## config.mk

```make
export PLATFORM = sky130hd
export DESIGN_NAME = sysbus_arbiter
export DESIGN_NICKNAME = d
export VERILOG_FILES = /design/src/rtl/sysbus_arbiter.sv
export SDC_FILE = /design/constraint.sdc
export NUM_CORES = 1
export LEC_CHECK = 0
export BUFFER_PORTS_ARGS = -buffer_cell sky130_fd_sc_hd__buf_4
export CAP_MARGIN = 20
export CORE_AREA = 2 2 39 41
export CTS_BUF_LIST = sky130_fd_sc_hd__clkbuf_4 sky130_fd_sc_hd__clkbuf_8
export DETAILED_ROUTE_END_ITERATION = 8
export DIE_AREA = 0 0 41 43
export PLACE_DENSITY_LB_ADDON = 0.25
export SLEW_MARGIN = 15
export SYNTH_ARGS = -nofsm -noshare
export SYNTH_HDL_FRONTEND = slang
export SYNTH_SLANG_ARGS = --single-unit
```

## constraint.sdc

```tcl
create_clock -name clock -period 1.9 [get_ports clock]
set_input_delay 0.38 -clock clock [delete_from_list [all_inputs] [get_ports clock]]
set_output_delay 0.38 -clock clock [all_outputs]
set_load 0.005 [all_outputs]
```

## src/rtl/sysbus_arbiter.sv

```systemverilog
// sysbus_arbiter: round-robin owner selection for the shared tri-state system
// bus and the RAM behind it. Grants are registered and one-hot. There is always
// one dead cycle between two owners. An owner that reaches HOLD_MAX cycles
// while another master waits is warned through revoke and forced off the bus.
//
// Ports
//   clock     system clock, rising edge
//   reset     synchronous, active-high
//   req       per-master request; held high for the whole ownership
//   gnt       registered one-hot grant (or zero)
//   revoke    one-cycle warning: the owner's grant ends after this cycle
//   owner_id  index of the current (or most recent) owner
//   bus_idle  high when no grant is active
//
// Optional feature: SYSBUS_ARB_CPU_PRIORITY_EN
//   Master 0 always wins arbitration when it requests. It is exempt from the
//   hold limit. Masters 1..N_REQ-1 rotate among themselves.
//
// state | meaning
// IDLE  | no owner, no turnaround pending; arbitrate on req
// OWNED | one master holds gnt; hold_cnt counts owned cycles
// TURN  | single dead cycle after an owner leaves; arbitrate on req

module sysbus_arbiter #(
    parameter int N_REQ    = 2,
    parameter int HOLD_MAX = 16,
    parameter int ID_W     = $clog2(N_REQ),
    parameter int CNT_W    = $clog2(HOLD_MAX + 1)
) (
    input  logic             clock,
    input  logic             reset,
    input  logic [N_REQ-1:0] req,
    output logic [N_REQ-1:0] gnt,
    output logic [N_REQ-1:0] revoke,
    output logic [ID_W-1:0]  owner_id,
    output logic             bus_idle
);

    typedef enum logic [1:0] {
        S_IDLE  = 2'd0,
        S_OWNED = 2'd1,
        S_TURN  = 2'd2
    } state_t;

    state_t            state, state_n;
    logic [CNT_W-1:0]  hold_cnt, hold_cnt_n;
    logic [ID_W-1:0]   rr_ptr, rr_ptr_n;
    logic [ID_W-1:0]   owner_n;
    logic [N_REQ-1:0]  gnt_n;
    logic [ID_W-1:0]   win_id;
    logic [ID_W-1:0]   cand;
    logic              win_found;
    logic              at_limit;
    logic              competitor;
    logic              hold_exempt;

    // Winner search: the first requester found upward from rr_ptr+1, wrapping.
    always_comb begin
        win_found = 1'b0;
        win_id    = '0;
        cand      = '0;
        for (int k = 1; k <= N_REQ; k++) begin
            cand = ID_W'((int'(rr_ptr) + k) % N_REQ);
`ifdef SYSBUS_ARB_CPU_PRIORITY_EN
            if (!win_found && req[cand] && (cand != '0)) begin
`else
            if (!win_found && req[cand]) begin
`endif
                win_found = 1'b1;
                win_id    = cand;
            end
        end
`ifdef SYSBUS_ARB_CPU_PRIORITY_EN
        // The CPU overrides the rotation whenever it asks.
        if (req[0]) begin
            win_found = 1'b1;
            win_id    = '0;
        end
`endif
    end

    assign at_limit   = (hold_cnt == CNT_W'(HOLD_MAX));
    // The owner's own bit is masked off; any other request counts as waiting.
    assign competitor = |(req & ~gnt);
`ifdef SYSBUS_ARB_CPU_PRIORITY_EN
    assign hold_exempt = (owner_id == '0);
`else
    assign hold_exempt = 1'b0;
`endif

    always_comb begin
        state_n    = state;
        gnt_n      = gnt;
        owner_n    = owner_id;
        hold_cnt_n = hold_cnt;
        rr_ptr_n   = rr_ptr;
        revoke     = '0;
        unique case (state)
            S_IDLE, S_TURN: begin
                hold_cnt_n = '0;
                gnt_n      = '0;
                state_n    = S_IDLE;
                if (win_found) begin
                    state_n    = S_OWNED;
                    gnt_n      = N_REQ'(1) << win_id;
                    owner_n    = win_id;
                    rr_ptr_n   = win_id;
                    hold_cnt_n = CNT_W'(1);
                end
            end
            S_OWNED: begin
                hold_cnt_n = at_limit ? hold_cnt : hold_cnt + CNT_W'(1);
                // A voluntary release wins over a forced one, so revoke stays low.
                if (!req[owner_id]) begin
                    state_n    = S_TURN;
                    gnt_n      = '0;
                    hold_cnt_n = '0;
                end else if (at_limit && competitor && !hold_exempt) begin
                    revoke[owner_id] = 1'b1;
                    state_n          = S_TURN;
                    gnt_n            = '0;
                    hold_cnt_n       = '0;
                end
            end
            default: begin
                state_n    = S_IDLE;
                gnt_n      = '0;
                hold_cnt_n = '0;
            end
        endcase
    end

    always_ff @(posedge clock) begin
        if (reset) begin
            state    <= S_IDLE;
            gnt      <= '0;
            owner_id <= '0;
            hold_cnt <= '0;
            rr_ptr   <= ID_W'(N_REQ - 1);
        end else begin
            state    <= state_n;
            gnt      <= gnt_n;
            owner_id <= owner_n;
            hold_cnt <= hold_cnt_n;
            rr_ptr   <= rr_ptr_n;
        end
    end

    assign bus_idle = (gnt == '0);

endmodule

```

# Word level (Yosys, flattened, before mapping)
# Cells that the tools add are included.
# classes
add_sub_neg	3
order_cmp	4
n_eq_ne	5
shifts	1
muxes	28
bitwise	2
reduce_logical	9
# op_table
cell	count
$mux 2	8
$mux 5	3
$mux 1	13
$pmux 5 s2	1
$pmux 2 s2	2
$lt 1x2->1 const B	3
$add 5x1->5 const B	1
$eq 5x5->1 const B	1
$logic_not 2->1	2
$ne 4x4->1 const B	1
$reduce_or 2->1	2
$logic_and 1x1->1	3
$ne 3x3->1 const B	1
$add 1x1->1 const B	2
$and 2x2->2	1
$eq 2x1->1 const B	1
$eq 2x2->1 const B	1
$not 2->2	1
$reduce_and 2->1	1
$shl 1x1->2 const A	1
$demux 1 s1	1
$ge 1x1->1 const B	1
$logic_not 1->1	1
# totals
ff_bits	11
input_bits	4
elab_cells	57

# Logic depth before layout (Yosys ltp)
# Gate-level depths: netlist of run 1.
# depth
word_depth	10
ltp_mapped	6

# Least setup slack after synthesis of run 1
# OpenSTA, ideal clock, no wires.
# synth_timing
kind	register to output
startpoint	register hold_cnt[0]
endpoint	output revoke[1]
arrival_ps	1308
path_slack_ps	212
path_stages_with_launch	7
path_buffers	0
cell_sequence	dfxtp_1 > inv_1 > ha_1 > and4bb_1 > a21bo_4 > or2_4 > nor2_2
# synth_between
elab_chain_cells	5
# synth_rtl
item	line	source
from (decl)	46	logic [CNT_W-1:0] hold_cnt, hold_cnt_n;
from (signal assigned)	144	hold_cnt <= hold_cnt_n;
$eq 5x5->1	82	assign at_limit = (hold_cnt == CNT_W'(HOLD_MAX));
$logic_and 1x1->1	118	end else if (at_limit && competitor && !hold_exempt) begin
$mux 2	118	
$mux 2	114	if (!req[owner_id]) begin
$mux 2	98	unique case (state)
to (decl)	34	output logic [N_REQ-1:0] revoke,
# No other way between the ends.

# Final worst setup path of run 1
# layout_timing
startpoint	register hold_cnt[0]
endpoint	output revoke[0]
# Same word-level chain as after synthesis.

==> results of run 1 <==
## state kept, by name (all words and copies together) (netlist names)
| name | flops |
|---|---|
| gnt | 2 |
| hold_cnt | 5 |
| owner_id | 1 |
| rr_ptr | 1 |
| state | 2 |
## area by class of cell
type / instances / area (um^2)
Sequential cell: 11 / 223
Clock buffer: 4 / 30.0
Tap cell: 16 / 20.0
Inverter: 4 / 15.0
Fill cell: 138 / 684
Multi-Input combinational cell: 42 / 299
Timing Repair Buffer: 15 / 113
## cell usage in the layout, fill, tap and decap left out, drive strengths merged
cell type	netlist	routed
a211o	1	1
inv	4	4
o32ai	1	1
xor2	2	2
o211ai	1	1
or2	1	1
dfxtp	11	11
nand2b	5	5
xnor2	1	1
a21oi	4	4
ha	2	2
nor3	3	3
a21bo	1	1
mux2	1	1
nor2	7	7
mux2i	1	1
and4bb	1	1
nand3	4	4
a211oi	2	2
o21ai	1	1
a31oi	1	1
nand2	2	2
buf	0	15
clkbuf	1	4
## through the flow
step                instance area [um^2]  TNS [ps]  hold WS (ps)
floorplan                            526         0           461
global placement                     624         0           482
detailed placement                   624         0           487
CTS                                  679      -188           347
global route                         699      -427           347
finish                               699      -223           351
## kinds of logic after synthesis
logic type	Yosys count	share of synthesized area, %
and+or+nand+nor	23	24.0
AOI/OAI and AO/OA	12	16.7
DFF	11	41.9
buffers and inverters	5	3.57
xor gates and xnor gates	3	5.00
muxes	2	4.05
adders and majority gates	2	4.76
## layer usage
| layer | global-route usage [%] | up-vias | routed length, um |
|---|---|---|---|
| met2 | 20.9 | 12 | 530 |
| met1 | 17.3 | 204 | 512 |
| met5 | 0 | - | 0 |
| li1 | - | 237 | - |
| met3 | 6.28 | 2 | 62 |
| met4 | 8.00 | 0 | 9 |
## what timing repair did
action	CTS	global route
resized for setup	2	4
setup buffers	3	1
pin swaps	1	1
endpoints found under the setup margin	2	2
## power by group through the flow
stage / logic (mW) / registers (mW) / clock network, mW
floorplan: 0.0393 / 0.258 / 0
global placement: 0.0637 / 0.260 / 0
detailed placement: 0.0640 / 0.261 / 0
CTS: 0.0697 / 0.254 / 0.177
global route: 0.0846 / 0.257 / 0.191
finish: 0.0750 / 0.255 / 0.171
## worst max-delay path by stage
stage,slack (ps),to
after floorplan,210,revoke[1]
after global placement,160,revoke[1]
after detailed placement,130,revoke[1]
after CTS,-100,revoke[1]
after global routing,-220,revoke[0]
final,-120,revoke[0]
## worst reg2reg max path, delay by kind of cell (launching register included)
kind,cells,cell delay (ps)
AOI/OAI and AO/OA,1,130
and+or+nand+nor,2,320
muxes,1,280
DFF,1,330
adders and majority gates,1,110
buffers and inverters,3,270
==> flow_summary.html, run 1 <==
<table>
<tr><th>Metric</th><th>Value</th></tr>
<tr><th colspan="2">Critical path</th></tr>
<tr><td>Critical path startpoint</td><td>hold_cnt[0]</td></tr>
<tr><td>Critical path fanouts, max</td><td>2</td></tr>
<tr><td>Library cell contributing the largest single delay on the critical path</td><td>sky130_fd_sc_hd__dfxtp_2</td></tr>
<tr><td>Worst reg2reg path endpoint</td><td>hold_cnt[0]</td></tr>
<tr><td>CP startpoint kind</td><td>flop</td></tr>
<tr><td>Maximum single-stage delay on the critical path</td><td>around 330 ps</td></tr>
<tr><td>Launching point of the worst reg2reg path</td><td>hold_cnt[0]</td></tr>
<tr><td>Kind of critical path</td><td>reg -&gt; out</td></tr>
<tr><td>Cell family contributing the most delay on the critical path</td><td>simple AND/OR/NAND/NOR gates</td></tr>
<tr><td>Sum of buffers and inverters on the critical path</td><td>2</td></tr>
<tr><td>Number of cell instances on the worst register-to-register path</td><td>8</td></tr>
<tr><td>Crit. End Element</td><td>primary output</td></tr>
<tr><td>Register-to-register path setup slack</td><td>around 360 ps</td></tr>
<tr><td>Stages on the worst setup path</td><td>7</td></tr>
<tr><td>Cells along the critical path</td><td>inv_2 -&gt; ha_4 -&gt; and4bb_1 -&gt; a21bo_4 -&gt; or2_4 -&gt; nor2_2 -&gt; buf_4</td></tr>
<tr><td>WP data required</td><td>1520 ps</td></tr>
<tr><td>WP data arrival</td><td>roughly 1600 ps</td></tr>
<tr><th colspan="2">Timing</th></tr>
<tr><td>Number of hold violations in the final report</td><td>0</td></tr>
<tr><td>Final Max Tran Viols</td><td>0</td></tr>
<tr><td>Final period util</td><td>106%</td></tr>
<tr><td>Clock period minus worst slack</td><td>2020 ps</td></tr>
<tr><td>Setup skew after layout</td><td>0.425 ps</td></tr>
<tr><td>Number of endpoints failing setup at the final stage</td><td>2</td></tr>
<tr><td>Worst slew pin tran</td><td>~420 ps</td></tr>
<tr><td>Headroom to the max-slew limit</td><td>72.1%</td></tr>
<tr><td>Maximum clock rate</td><td>0.495 GHz</td></tr>
<tr><td>RSZ-0062 raised after global routing</td><td>yes</td></tr>
<tr><td>Final worst slack</td><td>-120 ps</td></tr>
<tr><th colspan="2">Floorplanning</th></tr>
<tr><td>Die Wd</td><td>41 um</td></tr>
<tr><td>Core Region</td><td>between 1000 and 1500 um^2</td></tr>
<tr><td>Std cell rows</td><td>14</td></tr>
<tr><td>Count of boundary I/O pins</td><td>10</td></tr>
<tr><td>Die Y</td><td>~43 um</td></tr>
<tr><td>Initial Util</td><td>between 30% and 40%</td></tr>
<tr><td>Total die area</td><td>~1800 um^2</td></tr>
<tr><th colspan="2">Detailed routing</th></tr>
<tr><td>Number of remaining DRC errors</td><td>0</td></tr>
<tr><td>DRT Wirelength</td><td>roughly 1.1 mm</td></tr>
<tr><td>Iter 0 DRT Violations</td><td>7</td></tr>
<tr><td>Antenna violation net count after detailed routing</td><td>0</td></tr>
<tr><td>Via count</td><td>approximately 460</td></tr>
<tr><td>Routed length per placed instance</td><td>about 12 um</td></tr>
<tr><td>Length of the first detailed-routing pass in iterations</td><td>4</td></tr>
<tr><td>Vias per cell</td><td>4.95</td></tr>
<tr><th colspan="2">Global route</th></tr>
<tr><td>Global route total overflow</td><td>0</td></tr>
<tr><td>Number of global-route vias before repair</td><td>between 300 and 400</td></tr>
<tr><td>Antenna violations before repair</td><td>0</td></tr>
<tr><td>First-pass GRT wire length</td><td>1.66 mm</td></tr>
<tr><td>Pin count of the biggest net entering global routing</td><td>11</td></tr>
<tr><td>Overall fraction of global-route tracks in use</td><td>about 15%</td></tr>
<tr><th colspan="2">Synth</th></tr>
<tr><td>Most frequent cell after synthesis</td><td>sky130_fd_sc_hd__dfxtp_1</td></tr>
<tr><td>Yosys warnings</td><td>0</td></tr>
<tr><td>Per-instance average area after synthesis</td><td>about 9.1 um^2</td></tr>
<tr><td>Flops &amp; latches, synth</td><td>11</td></tr>
<tr><td>Post-Synthesis Net Count</td><td>64</td></tr>
<tr><td>Netlist area before placement</td><td>roughly 530 um^2</td></tr>
<tr><td>Area share of the leading cell type in the synthesized netlist</td><td>between 40% and 50%</td></tr>
<tr><td>Yosys top cell by area</td><td>sky130_fd_sc_hd__dfxtp_1</td></tr>
<tr><td>Portion of the post-synthesis area used by sequential elements</td><td>41.9%</td></tr>
<tr><td>EDFF count, synth</td><td>0</td></tr>
<tr><td>Ranking of synthesized cells by instance count</td><td>11 x sky130_fd_sc_hd__dfxtp_1, 5 x sky130_fd_sc_hd__nand2b_1, 5 x sky130_fd_sc_hd__nor2_1</td></tr>
<tr><td>Synth cell types</td><td>24</td></tr>
<tr><td>Most used flip-flop cell after synthesis</td><td>sky130_fd_sc_hd__dfxtp_1</td></tr>
<tr><td>Post-synth ARST share</td><td>0%</td></tr>
<tr><td>Synth top area cells</td><td>sky130_fd_sc_hd__dfxtp_1 42%, sky130_fd_sc_hd__nand2b_1 6.0%, sky130_fd_sc_hd__ha_1 4.8%</td></tr>
<tr><td>Gate Count Post-Synth</td><td>slightly below 60</td></tr>
<tr><th colspan="2">Hold path</th></tr>
<tr><td>End point of the most critical hold path</td><td>gnt[0]</td></tr>
<tr><td>Hold_sp</td><td>reset</td></tr>
<tr><td>Min-delay worst type</td><td>in -&gt; reg</td></tr>
<tr><td>Hold Path Depth</td><td>2</td></tr>
<tr><th colspan="2">Power and ir drop</th></tr>
<tr><td>Fraction of power consumed by combinational cells</td><td>between 10% and 20%</td></tr>
<tr><td>Clock power share</td><td>between 30% and 40%</td></tr>
<tr><td>Post-layout power</td><td>about 0.5 mW</td></tr>
<tr><td>P per Cell Area</td><td>717 nW/um^2</td></tr>
<tr><td>Net load switching power</td><td>roughly 0.12 mW</td></tr>
<tr><td>Worst VDD drop</td><td>461 uV</td></tr>
<tr><td>Internal power consumption</td><td>0.378 mW</td></tr>
<tr><td>Sequential power share</td><td>approximately half</td></tr>
<tr><td>Sw Ratio</td><td>roughly a quarter</td></tr>
<tr><td>P_leak</td><td>a little under 0.3 nW</td></tr>
<tr><th colspan="2">Placement</th></tr>
<tr><td>DP Worst Slack</td><td>126 ps</td></tr>
<tr><td>Number of placed cells counting well taps</td><td>84</td></tr>
<tr><td>HPWL after detailed placement</td><td>~810 um</td></tr>
<tr><td>Routability congestion estimate</td><td>slightly below 0.7</td></tr>
<tr><td>Number of I/O port buffers</td><td>9</td></tr>
<tr><th colspan="2">Clocking</th></tr>
<tr><td>Number of buffers created by CTS</td><td>3</td></tr>
<tr><td>Clock Root Buffer</td><td>sky130_fd_sc_hd__clkbuf_4</td></tr>
<tr><td>Clock-pin slew of the registers on the worst-case setup and hold paths</td><td>approximately 70 ps</td></tr>
<tr><td>Number of levels in the clock H-tree</td><td>1</td></tr>
<tr><td>Sink count of the clock tree</td><td>11</td></tr>
<tr><td>Clock latency on the worst-skew pair</td><td>about 260 ps</td></tr>
<tr><td>Worst-case clock buffer depth</td><td>2</td></tr>
<tr><td>CTS tree</td><td>yes</td></tr>
<tr><td>Number of buffers inserted for hold repair after clock tree synthesis</td><td>0</td></tr>
<tr><th colspan="2">Layout</th></tr>
<tr><td>Number of standard cells in the layout, taps in and fillers out</td><td>92</td></tr>
<tr><td>Area added between synthesis and finish</td><td>33.1%</td></tr>
<tr><td>Final standard cell utilization of the core</td><td>roughly half</td></tr>
<tr><td>Number of nets at the end of the flow</td><td>between 80 and 90</td></tr>
<tr><td>Antenna cell count</td><td>0</td></tr>
<tr><td>Fraction of final layout cells with drive strength greater than 1</td><td>38.2%</td></tr>
<tr><th colspan="2">Run status</th></tr>
<tr><td>Violations in the final reports</td><td>negative setup slack</td></tr>
<tr><td>Outcome</td><td>finished with violations</td></tr>
<tr><th colspan="2">Run</th></tr>
<tr><td>Maximum capacitance violations</td><td>0</td></tr>
</table>
No activity file was read; power rests on OpenSTA's default activity.
==> run 2, diff against run 1 <==
- CTS_BUF_LIST: sky130_fd_sc_hd__clkbuf_4 sky130_fd_sc_hd__clkbuf_8 -> sky130_fd_sc_hd__clkbuf_8
==> run 2 against run 1 <==
Effect of this change: the run still ends with negative setup slack left; highest routed layer unchanged; non-clock buffer count up 2; register-to-register slack worse by 100 ps; clock-buffer cell count down 1; maximum frequency up 1.7%; final cell count up 2.2%; worst setup slack better by 33 ps; clock power up 34%; critical path depth unchanged.
==> flow_summary.html, run 2 (synthesis results as in run 1) <==
<table>
<tr><th>Metric</th><th>Value</th></tr>
<tr><th colspan="2">Clocking</th></tr>
<tr><td>Clock Root Buffer</td><td>sky130_fd_sc_hd__clkbuf_8</td></tr>
<tr><td>CTS tree</td><td>yes</td></tr>
<tr><td>Number of buffers created by CTS</td><td>3 (unchanged)</td></tr>
<tr><td>Sink count of the clock tree</td><td>11 (unchanged)</td></tr>
<tr><td>Number of buffers inserted for hold repair after clock tree synthesis</td><td>0 (unchanged)</td></tr>
<tr><td>Clock-pin slew of the registers on the worst-case setup and hold paths</td><td>50 ps (-20 ps)</td></tr>
<tr><td>Number of levels in the clock H-tree</td><td>1 (unchanged)</td></tr>
<tr><td>Worst-case clock buffer depth</td><td>2 (unchanged)</td></tr>
<tr><td>Clock latency on the worst-skew pair</td><td>240 ps (-20 ps)</td></tr>
<tr><th colspan="2">Power and ir drop</th></tr>
<tr><td>Worst VDD drop</td><td>458 uV (-0.65%)</td></tr>
<tr><td>Post-layout power</td><td>0.561 mW (+12%)</td></tr>
<tr><td>P_leak</td><td>0.313 nW (+6.6%)</td></tr>
<tr><td>P per Cell Area</td><td>769 nW/um^2 (+7.3%)</td></tr>
<tr><th colspan="2">Detailed routing</th></tr>
<tr><td>DRT Wirelength</td><td>1.18 mm (+5.6%)</td></tr>
<tr><td>Routed length per placed instance</td><td>12.5 um (+3.3%)</td></tr>
<tr><td>Vias per cell</td><td>5.03 (+1.7%)</td></tr>
<tr><td>Length of the first detailed-routing pass in iterations</td><td>4 (unchanged)</td></tr>
<tr><td>Number of remaining DRC errors</td><td>0 (unchanged)</td></tr>
<tr><td>Via count</td><td>473 (+4.0%)</td></tr>
<tr><td>Antenna violation net count after detailed routing</td><td>0 (unchanged)</td></tr>
<tr><td>Iter 0 DRT Violations</td><td>4 (-3)</td></tr>
<tr><th colspan="2">Layout</th></tr>
<tr><td>Antenna cell count</td><td>0 (unchanged)</td></tr>
<tr><td>Layout filler cell count</td><td>135 (-2.2%)</td></tr>
<tr><td>Fraction of final layout cells with drive strength greater than 1</td><td>38.5% (+0.30 points)</td></tr>
<tr><td>Number of flip-flops under the largest register name</td><td>5 (unchanged)</td></tr>
<tr><td>Final standard cell utilization of the core</td><td>52.7% (+2.2 points)</td></tr>
<tr><td>Most common cell after layout, fill and taps aside</td><td>sky130_fd_sc_hd__buf_4</td></tr>
<tr><td>Design area</td><td>729 um^2 (+4.3%)</td></tr>
<tr><td>Largest registers</td><td>hold_cnt (5), gnt (2), state (2)</td></tr>
<tr><td>Number of standard cells in the layout, taps in and fillers out</td><td>94 (+2.2%)</td></tr>
<tr><td>Most frequent cells in the layout</td><td>17 x sky130_fd_sc_hd__buf_4, 9 x sky130_fd_sc_hd__dfxtp_1, 5 x sky130_fd_sc_hd__nand2b_1, 5 x sky130_fd_sc_hd__nor2_1</td></tr>
<tr><td>Area added between synthesis and finish</td><td>38.8%</td></tr>
<tr><td>Number of nets at the end of the flow</td><td>85 (+2.4%)</td></tr>
<tr><td>Combined flip-flop and latch cell area</td><td>223 um^2 (unchanged)</td></tr>
<tr><td>Total area of multi-input combinational cells</td><td>299 um^2 (unchanged)</td></tr>
<tr><td>Register ranked first by flip-flop count</td><td>hold_cnt</td></tr>
<tr><th colspan="2">Critical path</th></tr>
<tr><td>Kind of critical path</td><td>reg -&gt; out</td></tr>
<tr><td>WP data arrival</td><td>1610 ps (-30 ps)</td></tr>
<tr><td>Maximum single-stage delay on the critical path</td><td>330 ps (about the same)</td></tr>
<tr><td>Cells along the critical path</td><td>inv_2 -&gt; ha_4 -&gt; and4bb_1 -&gt; a21bo_4 -&gt; or2_4 -&gt; nor2_2 -&gt; buf_4</td></tr>
<tr><td>Library cell contributing the largest single delay on the critical path</td><td>sky130_fd_sc_hd__dfxtp_2</td></tr>
<tr><td>Cell family contributing the most delay on the critical path</td><td>simple AND/OR/NAND/NOR gates</td></tr>
<tr><td>Sum of buffers and inverters on the critical path</td><td>2 (unchanged)</td></tr>
<tr><td>Critical path fanouts, max</td><td>2 (unchanged)</td></tr>
<tr><td>WP data required</td><td>1520 ps (about the same)</td></tr>
<tr><td>Crit. End Element</td><td>primary output</td></tr>
<tr><td>CP startpoint kind</td><td>flop</td></tr>
<tr><th colspan="2">Global route</th></tr>
<tr><td>First-pass GRT wire length</td><td>1.75 mm (+5.4%)</td></tr>
<tr><td>Global route total overflow</td><td>0 (unchanged)</td></tr>
<tr><td>Number of global-route vias before repair</td><td>385 (unchanged)</td></tr>
<tr><td>Pin count of the biggest net entering global routing</td><td>11 (unchanged)</td></tr>
<tr><td>Antenna violations before repair</td><td>0 (unchanged)</td></tr>
<tr><td>Overall fraction of global-route tracks in use</td><td>15.7% (+1.2 points)</td></tr>
<tr><th colspan="2">Timing</th></tr>
<tr><td>Setup skew after layout</td><td>4.25 ps (+3.82 ps)</td></tr>
<tr><td>Clock period minus worst slack</td><td>1990 ps (-33.1 ps)</td></tr>
<tr><td>Worst slew pin tran</td><td>420 ps (+2.99 ps)</td></tr>
<tr><td>RSZ-0062 raised after global routing</td><td>yes</td></tr>
<tr><td>Setup TNS after final layout</td><td>-157 ps (+65.1 ps)</td></tr>
<tr><td>Number of hold violations in the final report</td><td>0 (unchanged)</td></tr>
<tr><td>Number of endpoints failing setup at the final stage</td><td>2 (unchanged)</td></tr>
<tr><td>Final Max Tran Viols</td><td>0 (unchanged)</td></tr>
<tr><td>Final Hold Slack</td><td>378 ps (+27.6 ps)</td></tr>
<tr><td>Final period util</td><td>105% (-1.7 points)</td></tr>
<tr><td>Maximum clock rate</td><td>0.503 GHz (+1.7%)</td></tr>
<tr><td>Headroom to the max-slew limit</td><td>71.9% (-0.20 points)</td></tr>
<tr><td>Final worst slack</td><td>-86.8 ps (+33.1 ps)</td></tr>
<tr><th colspan="2">Placement</th></tr>
<tr><td>Routability congestion estimate</td><td>0.683 (unchanged)</td></tr>
<tr><td>Area after DPL</td><td>624 um^2 (unchanged)</td></tr>
<tr><td>Number of I/O port buffers</td><td>9 (unchanged)</td></tr>
<tr><td>DP Worst Slack</td><td>126 ps (unchanged)</td></tr>
<tr><td>Number of placed cells counting well taps</td><td>84 (unchanged)</td></tr>
<tr><td>HPWL after detailed placement</td><td>807 um (unchanged)</td></tr>
<tr><th colspan="2">Floorplanning</th></tr>
<tr><td>Count of boundary I/O pins</td><td>10 (unchanged)</td></tr>
<tr><td>Std cell rows</td><td>14 (unchanged)</td></tr>
<tr><td>Total die area</td><td>1760 um^2 (unchanged)</td></tr>
<tr><td>Initial Util</td><td>38.0% (unchanged)</td></tr>
<tr><td>Die Wd</td><td>41 um (unchanged)</td></tr>
<tr><td>Die Y</td><td>43 um (unchanged)</td></tr>
<tr><td>Core Region</td><td>1380 um^2 (unchanged)</td></tr>
<tr><th colspan="2">Run status</th></tr>
<tr><td>Outcome</td><td>finished with violations</td></tr>
<tr><td>Violations in the final reports</td><td>negative setup slack</td></tr>
<tr><th colspan="2">Hold path</th></tr>
<tr><td>Min-delay worst type</td><td>in -&gt; reg</td></tr>
<tr><th colspan="2">Run</th></tr>
<tr><td>Maximum capacitance violations</td><td>0 (unchanged)</td></tr>
</table>
run 2: final timing paths:
path                                    end  depth (start not counted)         from  slack [ps]
worst min-delay path               state[0]                          2        reset         380
worst max-delay path              revoke[0]                          7  hold_cnt[0]         -90
worst min register to register       rr_ptr                          1       rr_ptr         490
worst max register to register  hold_cnt[0]                          9  hold_cnt[0]         260
run 2: area by class of cell:
type	count	share of cell area, %
Multi-Input combinational cell	42	41.0
Sequential cell	11	30.5
Clock inverter	1	0.515
Timing Repair Buffer	17	17.5
Tap cell	16	2.74
Clock buffer	3	5.66
Inverter	4	2.06
run 2: what timing repair did:
| item | CTS | global route |
|---|---|---|
| hold endpoints to repair | 0 | 0 |
| pin swaps | 1 | 1 |
| resized for setup | 2 | 4 |
| endpoints found under the setup margin | 2 | 2 |
| setup buffers | 3 | 3 |
run 2: power by group:
part	leakage (nW)	internal [mW]	switching, mW
registers	0.0909	0.245	0.0110
clock network	0.0269	0.142	0.0875
logic	0.195	0.0387	0.0372
run 2: per-layer routing:
layer | routed length (um) | track usage (%)
met5 | 0 | 0
met1 | 519 | 18.2
met3 | 68 | 6.28
met2 | 556 | 21.9
met4 | 32 | 12.0
